File: src/rtl/unidade_controle_multiciclo.sv
`default_nettype none
// ============================================================================
// Module      : unidade_controle_multiciclo
// Description : Multicycle control FSM for a small accumulator/ALU datapath.
//               Sequences FETCH -> DECODE -> EXECUTE -> (MEMORY) ->
//               (WRITEBACK), drives ALU opcode, operand selects and the
//               IR/PC/memory/register-file strobes, and resolves conditional
//               branches from the ALU compare flags.
//               Optional feature macro: INSTR_COUNTER_EN (retired-instruction
//               counter on instr_count; tied to zero when undefined).
// Revision    : 1.0 - initial release
// ============================================================================
module unidade_controle_multiciclo #(
  parameter int OPCODE_W = 6,
  parameter int ALUOP_W  = 4
) (
  input  logic                clock,
  input  logic                reset,
  input  logic [OPCODE_W-1:0] opcode,
  input  logic                maior,
  input  logic                igual,
  input  logic                menor,
  input  logic                mem_ready,
  output logic [ALUOP_W-1:0]  aluOp,
  output logic [1:0]          alu_src_b,
  output logic                ir_write,
  output logic                pc_write,
  output logic [1:0]          pc_src,
  output logic                mem_read,
  output logic                mem_write,
  output logic                mem_to_reg,
  output logic                reg_write,
  output logic                illegal,
  output logic                halted,
  output logic [31:0]         instr_count
);

  // Opcode map
  localparam logic [OPCODE_W-1:0] c_OP_MOV  = OPCODE_W'(6'h0A);
  localparam logic [OPCODE_W-1:0] c_OP_ADDI = OPCODE_W'(6'h10);
  localparam logic [OPCODE_W-1:0] c_OP_SUBI = OPCODE_W'(6'h11);
  localparam logic [OPCODE_W-1:0] c_OP_LI   = OPCODE_W'(6'h12);
  localparam logic [OPCODE_W-1:0] c_OP_LW   = OPCODE_W'(6'h13);
  localparam logic [OPCODE_W-1:0] c_OP_SW   = OPCODE_W'(6'h14);
  localparam logic [OPCODE_W-1:0] c_OP_BEQ  = OPCODE_W'(6'h15);
  localparam logic [OPCODE_W-1:0] c_OP_BNE  = OPCODE_W'(6'h16);
  localparam logic [OPCODE_W-1:0] c_OP_BGT  = OPCODE_W'(6'h17);
  localparam logic [OPCODE_W-1:0] c_OP_BLT  = OPCODE_W'(6'h18);
  localparam logic [OPCODE_W-1:0] c_OP_JMP  = OPCODE_W'(6'h19);
  localparam logic [OPCODE_W-1:0] c_OP_HALT = OPCODE_W'(6'h3F);

  // ALU codes used outside the R-type passthrough
  localparam logic [ALUOP_W-1:0] c_ALU_ADD = ALUOP_W'(4'b0000);
  localparam logic [ALUOP_W-1:0] c_ALU_SUB = ALUOP_W'(4'b0001);
  localparam logic [ALUOP_W-1:0] c_ALU_LI  = ALUOP_W'(4'b1011);

  typedef enum logic [2:0] {
    S_FETCH     = 3'd0,
    S_DECODE    = 3'd1,
    S_EXECUTE   = 3'd2,
    S_MEMORY    = 3'd3,
    S_WRITEBACK = 3'd4,
    S_HALT      = 3'd5
  } state_t;

  state_t r_state;
  state_t w_next;

  logic [ALUOP_W-1:0] w_aluop;
  logic [1:0]         w_src_b;
  logic               w_ir_write;
  logic               w_pc_write;
  logic [1:0]         w_pc_src;
  logic               w_mem_read;
  logic               w_mem_write;
  logic               w_mem_to_reg;
  logic               w_reg_write;
  logic               w_illegal;
  logic               w_halted;
  logic               w_retire;

  // Opcode classes
  logic w_is_rtype, w_is_imm, w_is_lw, w_is_sw, w_is_branch, w_is_jmp, w_is_halt;
  logic w_is_legal, w_taken;

  assign w_is_rtype  = (opcode <= c_OP_MOV);
  assign w_is_imm    = (opcode == c_OP_ADDI) || (opcode == c_OP_SUBI) || (opcode == c_OP_LI);
  assign w_is_lw     = (opcode == c_OP_LW);
  assign w_is_sw     = (opcode == c_OP_SW);
  assign w_is_branch = (opcode >= c_OP_BEQ) && (opcode <= c_OP_BLT);
  assign w_is_jmp    = (opcode == c_OP_JMP);
  assign w_is_halt   = (opcode == c_OP_HALT);
  assign w_is_legal  = w_is_rtype | w_is_imm | w_is_lw | w_is_sw | w_is_branch | w_is_jmp;

  // Branch condition from the flags presented during EXECUTE
  always_comb begin
    w_taken = 1'b0;
    case (opcode)
      c_OP_BEQ: w_taken = igual;
      c_OP_BNE: w_taken = ~igual;
      c_OP_BGT: w_taken = maior;
      c_OP_BLT: w_taken = menor;
      default:  w_taken = 1'b0;
    endcase
  end

  // State register
  always_ff @(posedge clock or negedge reset) begin
    if (!reset) begin
      r_state <= S_FETCH;
    end else begin
      r_state <= w_next;
    end
  end

  // Next-state and control decode
  always_comb begin
    w_next       = r_state;
    w_aluop      = '0;
    w_src_b      = 2'd0;
    w_ir_write   = 1'b0;
    w_pc_write   = 1'b0;
    w_pc_src     = 2'd0;
    w_mem_read   = 1'b0;
    w_mem_write  = 1'b0;
    w_mem_to_reg = 1'b0;
    w_reg_write  = 1'b0;
    w_illegal    = 1'b0;
    w_halted     = 1'b0;
    w_retire     = 1'b0;
    case (r_state)
      S_FETCH: begin
        w_mem_read = 1'b1;
        if (mem_ready) begin
          w_ir_write = 1'b1;
          w_pc_write = 1'b1;
          w_pc_src   = 2'd0;
          w_next     = S_DECODE;
        end
      end
      S_DECODE: begin
        if (w_is_halt) begin
          w_next = S_HALT;
        end else if (!w_is_legal) begin
          // Undefined opcode behaves as a NOP that is not retired
          w_illegal = 1'b1;
          w_next    = S_FETCH;
        end else begin
          w_next = S_EXECUTE;
        end
      end
      S_EXECUTE: begin
        if (w_is_rtype) begin
          w_aluop = ALUOP_W'(opcode[3:0]);
          w_src_b = 2'd0;
          w_next  = S_WRITEBACK;
        end else if (w_is_imm) begin
          w_aluop = (opcode == c_OP_ADDI) ? c_ALU_ADD :
                    (opcode == c_OP_SUBI) ? c_ALU_SUB : c_ALU_LI;
          w_src_b = 2'd1;
          w_next  = S_WRITEBACK;
        end else if (w_is_lw || w_is_sw) begin
          w_aluop = c_ALU_ADD;
          w_src_b = 2'd1;
          w_next  = S_MEMORY;
        end else if (w_is_branch) begin
          w_aluop    = c_ALU_SUB;
          w_src_b    = 2'd0;
          w_pc_write = w_taken;
          w_pc_src   = w_taken ? 2'd1 : 2'd0;
          w_retire   = 1'b1;
          w_next     = S_FETCH;
        end else if (w_is_jmp) begin
          w_pc_write = 1'b1;
          w_pc_src   = 2'd2;
          w_retire   = 1'b1;
          w_next     = S_FETCH;
        end else begin
          w_next = S_FETCH;
        end
      end
      S_MEMORY: begin
        // Address operands stay as computed in EXECUTE
        w_aluop     = c_ALU_ADD;
        w_src_b     = 2'd1;
        w_mem_read  = w_is_lw;
        w_mem_write = w_is_sw;
        if (mem_ready) begin
          if (w_is_lw) begin
            w_next = S_WRITEBACK;
          end else begin
            w_retire = 1'b1;
            w_next   = S_FETCH;
          end
        end
      end
      S_WRITEBACK: begin
        w_reg_write  = 1'b1;
        w_mem_to_reg = w_is_lw;
        w_retire     = 1'b1;
        w_next       = S_FETCH;
      end
      S_HALT: begin
        w_halted = 1'b1;
      end
      default: begin
        w_next = S_FETCH;
      end
    endcase
  end

  // Every control output is held at zero while reset is asserted
  assign aluOp      = reset ? w_aluop      : '0;
  assign alu_src_b  = reset ? w_src_b      : 2'd0;
  assign ir_write   = reset & w_ir_write;
  assign pc_write   = reset & w_pc_write;
  assign pc_src     = reset ? w_pc_src     : 2'd0;
  assign mem_read   = reset & w_mem_read;
  assign mem_write  = reset & w_mem_write;
  assign mem_to_reg = reset & w_mem_to_reg;
  assign reg_write  = reset & w_reg_write;
  assign illegal    = reset & w_illegal;
  assign halted     = reset & w_halted;

`ifdef INSTR_COUNTER_EN
  logic [31:0] r_instr_count;

  // Retired-instruction counter, wraps naturally at 2^32
  always_ff @(posedge clock or negedge reset) begin
    if (!reset) begin
      r_instr_count <= 32'd0;
    end else if (w_retire) begin
      r_instr_count <= r_instr_count + 32'd1;
    end
  end

  assign instr_count = r_instr_count;
`else
  logic w_unused_retire;
  assign w_unused_retire = w_retire;
  assign instr_count     = 32'd0;
`endif

endmodule
`default_nettype wire

File: config.mk
export PLATFORM = sky130hd
export DESIGN_NAME = unidade_controle_multiciclo
export DESIGN_NICKNAME = d
export VERILOG_FILES = /design/src/rtl/unidade_controle_multiciclo.sv
export SDC_FILE = /design/constraint.sdc
export NUM_CORES = 1
export LEC_CHECK = 0
export CAP_MARGIN = 20
export CORE_MARGIN = 2
export CORE_UTILIZATION = 32
export DETAILED_ROUTE_END_ITERATION = 12
export GPL_TIMING_DRIVEN = 0
export PLACE_DENSITY = 0.85
export SYNTH_ARGS = -nofsm -noshare
export SYNTH_HDL_FRONTEND = slang
export SYNTH_SLANG_ARGS = --single-unit
File: constraint.sdc
create_clock -name clock -period 1.3 [get_ports clock]
set_input_delay 0.13 -clock clock [delete_from_list [all_inputs] [get_ports clock]]
set_output_delay 0.13 -clock clock [all_outputs]
set_load 0.03 [all_outputs]
**Word-level counts from Yosys, hierarchy flattened**

Index checks and enable logic that the tools add are counted.

- Bits in registers: 3
- Input port bits: 12
- Output and inout bits: 48
- Word-level logic and storage cells: 90

- $lt $le $gt $ge: 3
- Equality and inequality tests: 18
- Mux-type cells: 47
- Bitwise gates (word level): 15
- Reductions and logical operators: 6

Operators with widths:

| operator | number |
|---|---|
| 6-bit by 5-bit == test with 1-bit output, second input constant | 10 |
| 4-bit 2-to-1 mux | 6 |
| 1-bit 2-to-1 mux | 20 |
| 2-bit 2-to-1 mux | 10 |
| 3-bit 2-to-1 mux | 6 |
| 3-bit case mux with 5 select lines | 1 |
| 1-bit bitwise AND | 8 |
| 3-bit by 2-bit == test with 1-bit output, second input constant | 2 |
| 3-bit == test, second input constant | 2 |
| 6-bit == test, second input constant | 1 |
| 6-bit by 5-bit greater-or-equal comparator with 1-bit output, second input constant | 1 |
| 6-bit by 4-bit <= comparator with 1-bit output, second input constant | 1 |
| 6-bit by 5-bit <= comparator with 1-bit output, second input constant | 1 |
| 1-bit case mux with 2 select lines | 3 |
| 1-bit bitwise OR | 5 |
| 2-bit != test, second input constant | 2 |
| 1-bit case mux with 4 select lines | 1 |
| 3-bit by 1-bit == test with 1-bit output, second input constant | 1 |
| 3-bit logical NOT | 1 |
| 1-bit logical OR | 3 |
| 3-bit AND reduction | 1 |
| 1-bit inverter | 2 |
| 1-bit logical AND | 1 |

**Logic depth before layout (Yosys ltp)**

Gate-level depths: netlist of run 1.

- Depth after elaboration: 12
- Mapped depth: 5

**Least setup slack after synthesis of run 1**

Ideal clock, no wire load.

- Path type: reg2out
- Start point: reg r_state[1]
- End point: out mem_to_reg
- Arrival: 1.777 ns
- Data required time: 1.170 ns
- Slack: -0.607 ns
- Cell stages (with the launch flop): 4
- Path through: dfrtp_1 -> buf_2 -> nor3_1 -> and4_1

- Longest elaborated chain between the ends: 3

Ends and longest elaborated chain:

| item | RTL line | source |
|---|---|---|
| start, declared | 66 | `state_t r_state;` |
| start signal, assigned | 112 | `r_state <= w_next;` |
| 3-bit == test | 131 | `case (r_state)` |
| 1-bit 2-to-1 mux | 131 |  |
| 1-bit bitwise AND | 220 | `assign mem_to_reg = reset & w_mem_to_reg;` |
| end, declared | 31 | `output logic mem_to_reg,` |

No other way between the ends.

**Worst setup path in the final report of run 1**

- Start point: reg r_state[0]
- End point: out aluOp[1]

- Longest elaborated chain between the ends: 3

Ends and longest elaborated chain:

| item | RTL line | source |
|---|---|---|
| 3-bit by 2-bit == test with 1-bit output | 131 |  |
| 4-bit 2-to-1 mux | 131 |  |
| 4-bit 2-to-1 mux | 213 | `assign aluOp = reset ? w_aluop : '0;` |
| end, declared | 24 | `output logic [ALUOP_W-1:0] aluOp,` |

No other way between the ends.

==> metrics.yaml, run 1 <==
vdd_drop_max_uv: 731
top_usage_layer: "met2"
report.final.slew_viol_count: 0
synthArstFlopShare_pct: 100
core_um2: 2540
cp.required_ns: 1.17
reg_top3: "r_state: 3 flops"
cts_sinks: 3
finalHoldViolations: 0
status: "finished, violations left"
dp.cells: 215
synth.largest_area_cell: "buf_4"
cp_cell_sequence: "nand2b_4 > nor3_4 > nand2_4 > a2111oi_4 > buf_6"
period_minus_slack_ns: 1.63
largest_register_ffs: 3
die_h_um: 56.3
cts_tree: "yes"
port_buffers: 24
clkTransAtPathRegs_ns: 0.04
fin_tns_setup_ns: -3.21
synth.most_common_cell: "buf_4"
arrival_ns: 1.50
critPathLaunch: "r_state[0]$_DFFE_PN0P_"
multi_input_area_um2: 827
drv_cap: 0
synth_seq_area_share_pct: 8.57
gp_congestion: 0.868
track_usage_pct: 17.0
ys_types: 38
syn_inst: 129
die_x_um: 56.3
drt_iter0_drc: 12
crit_path_top_delay_cell: "dfrtp_2"
ff_latch_area_um2: 77.6
hpwl_um: 1760
rows: 18
clock_path_buffers: 2
cts-root-buf: "clkbuf_4"
met1_usage_pct: 19.7
total_power_mw: 1.20
ys_ff_latch: 3
cpPeakStageDelay_ns: 0.43
fin_ws_ns: -0.331
rr_endpoint: "r_state[2]$_DFFE_PN0P_"
clk_latency_ns: 0.24
use_met2_pct: 31.3
stdcell_area_um2: 1760
worstSetupEndpoint: "aluOp[1]"
firstDrtPassIters: 4
regMostFlops: "r_state"
synth_top_area_share_pct: 30.0
wirelength_um: 3030
post-place-ws_ns: -1.09
start_util_pct: 34.4
min-delay-path-class: "in2reg"
cts_made_buffers: 3
stdcell_count: 235
placed_area_um2: 1350
p_leak_nw: 0.844
finClkSkew_ns: 0.00291
num_vias: 1107
nFillCells: 195
n_antenna_cell: 0
die_area_um2: 3170
cts_htree_levels: 1
rsz0062_at_grt: "yes"
worstSetupPathType: "reg2out"
drtAntennaViolNets: 0
timing.final.crit_share_pct: 125
path_max_fanout: 3
cp-end-kind: "output port"
pin_count: 60
antenna_found_initial: 0
grt_remaining_overflow: 0
r2r_cells: 4
use_met3_pct: 3.92
avgSynthCellArea_um2: 6.79
synth.top_cells.by_count: "buf_4 (35), nand2_1 (15), nor2_1 (11)"
start_kind: "flip-flop"
yosysWarningCount: 0
pwr_density_cell_nw_per_um2: 685
grt_pass1_vias: 1001
synth.cell_area_um2: 876
drc: 0
violations: "negative setup slack"
grt_max_degree: 11
r2r-start: "r_state[1]$_DFFE_PN0P_"
grt_pass1_wl_um: 4420
timing.fmax_ghz: 0.613
via_per_inst: 4.71
r2r_setup_slack_ns: -0.07
fin_nets: 218
setup_viol: 16
syn2layout_area_growth_pct: 101
synth-edff-count: 0
synth_area_leaders: "buf_4 (30%), dfrtp_1 (8.6%), nand2_1 (6.4%)"
synthFlopType: "dfrtp_1"
drive_gt1_share_pct: 55.1
wl_per_cell_um: 12.9
==> worst max-delay path, delay by kind of cell (launching register included) <==
family	cells	cell delay [ns]
AND/OR/NAND/NOR	3	0.44
AO/OA/AOI/OAI	1	0.21
flip-flops	1	0.43
buffers and inverters	1	0.18
==> report_power, final <==
part | leakage [nW] | internal [mW] | total (mW) | switching [mW]
registers | 0.0372 | 0.113 | 0.141 | 0.0276
logic | 0.792 | 0.403 | 0.891 | 0.487
clock network | 0.0150 | 0.116 | 0.172 | 0.0564
==> metal layers <==
layer	vias to the layer above	part of all wire [%]
met5	-	0
met4	0	1.9
met3	8	5.9
met2	53	53
met1	510	40
li1	536	-
==> worst min path at each step <==
stage,cells after the start,endpoint,start,slack (ns)
2_1_floorplan,0,r_state[0]$_DFFE_PN0P_,reset,-0.17
3_3_place_gp,1,r_state[0]$_DFFE_PN0P_,reset,0.40
3_5_place_dp,1,r_state[0]$_DFFE_PN0P_,reset,0.40
4_1_cts,3,r_state[2]$_DFFE_PN0P_,opcode[5],0.25
5_1_grt,4,r_state[2]$_DFFE_PN0P_,opcode[5],0.36
6_report,4,r_state[2]$_DFFE_PN0P_,opcode[5],0.36
==> area by class of cell <==
| class | count | share of cell area, % |
|---|---|---|
| sequential | 3 | 4.42 |
| timing repair buffer | 41 | 24.1 |
| multi-input combinational | 112 | 47.1 |
| clock buffer | 4 | 1.50 |
| inverter | 4 | 0.855 |
| tap | 30 | 2.14 |
| buffer | 41 | 19.9 |
==> cells in the final DEF (no fill, tap or decap), drive strengths merged, types with 2 or more instances in the layout <==
| cell type | instances |
|---|---|
| nor3b | 2 |
| a21oi | 5 |
| o22ai | 2 |
| o21ai | 5 |
| buf | 71 |
| dfrtp | 3 |
| clkbuf | 5 |
| conb | 33 |
| a31oi | 2 |
| nor2b | 2 |
| nand2 | 15 |
| clkdlybuf4s50 | 4 |
| and3 | 2 |
| nor3 | 4 |
| inv | 4 |
| clkdlybuf4s15 | 3 |
| dlygate4sd2 | 2 |
| nor4 | 2 |
| and4 | 3 |
| nand3 | 2 |
| o221ai | 2 |
| nor2 | 11 |
| nand2b | 6 |
==> logic make-up after synthesis <==
logic type | count (synthesis) | share of synthesized area [%]
buffers and inverters | 46 | 37.0
multiplexers | 2 | 2.43
flip-flops | 3 | 8.57
AO/OA/AOI/OAI | 25 | 19.7
other | 1 | 0.428
AND/OR/NAND/NOR | 52 | 31.9
==> repair_timing <==
item                                    CTS  global route
hold buffers                              1             0
hold endpoints to repair                  3             0
pin swaps                                 8             7
endpoints found under the setup margin   17            16
buffers inserted                         13             3
resized for setup                       145            16
==> stage by stage <==
stage	utilization [%]	hold slack, ns
floorplan	-	-0.166
CTS	66.0	0.250
global route	69.0	0.361
detailed placement	53.2	0.404
global placement	53.2	0.399
finish	69.0	0.363
Power figures use the tool's default switching activity.
==> run 2: changes to the inputs <==
- CAP_MARGIN: 20 -> not set
==> results of run 2 <==
Final layout, timing and power as in run 1 (identical DEF).
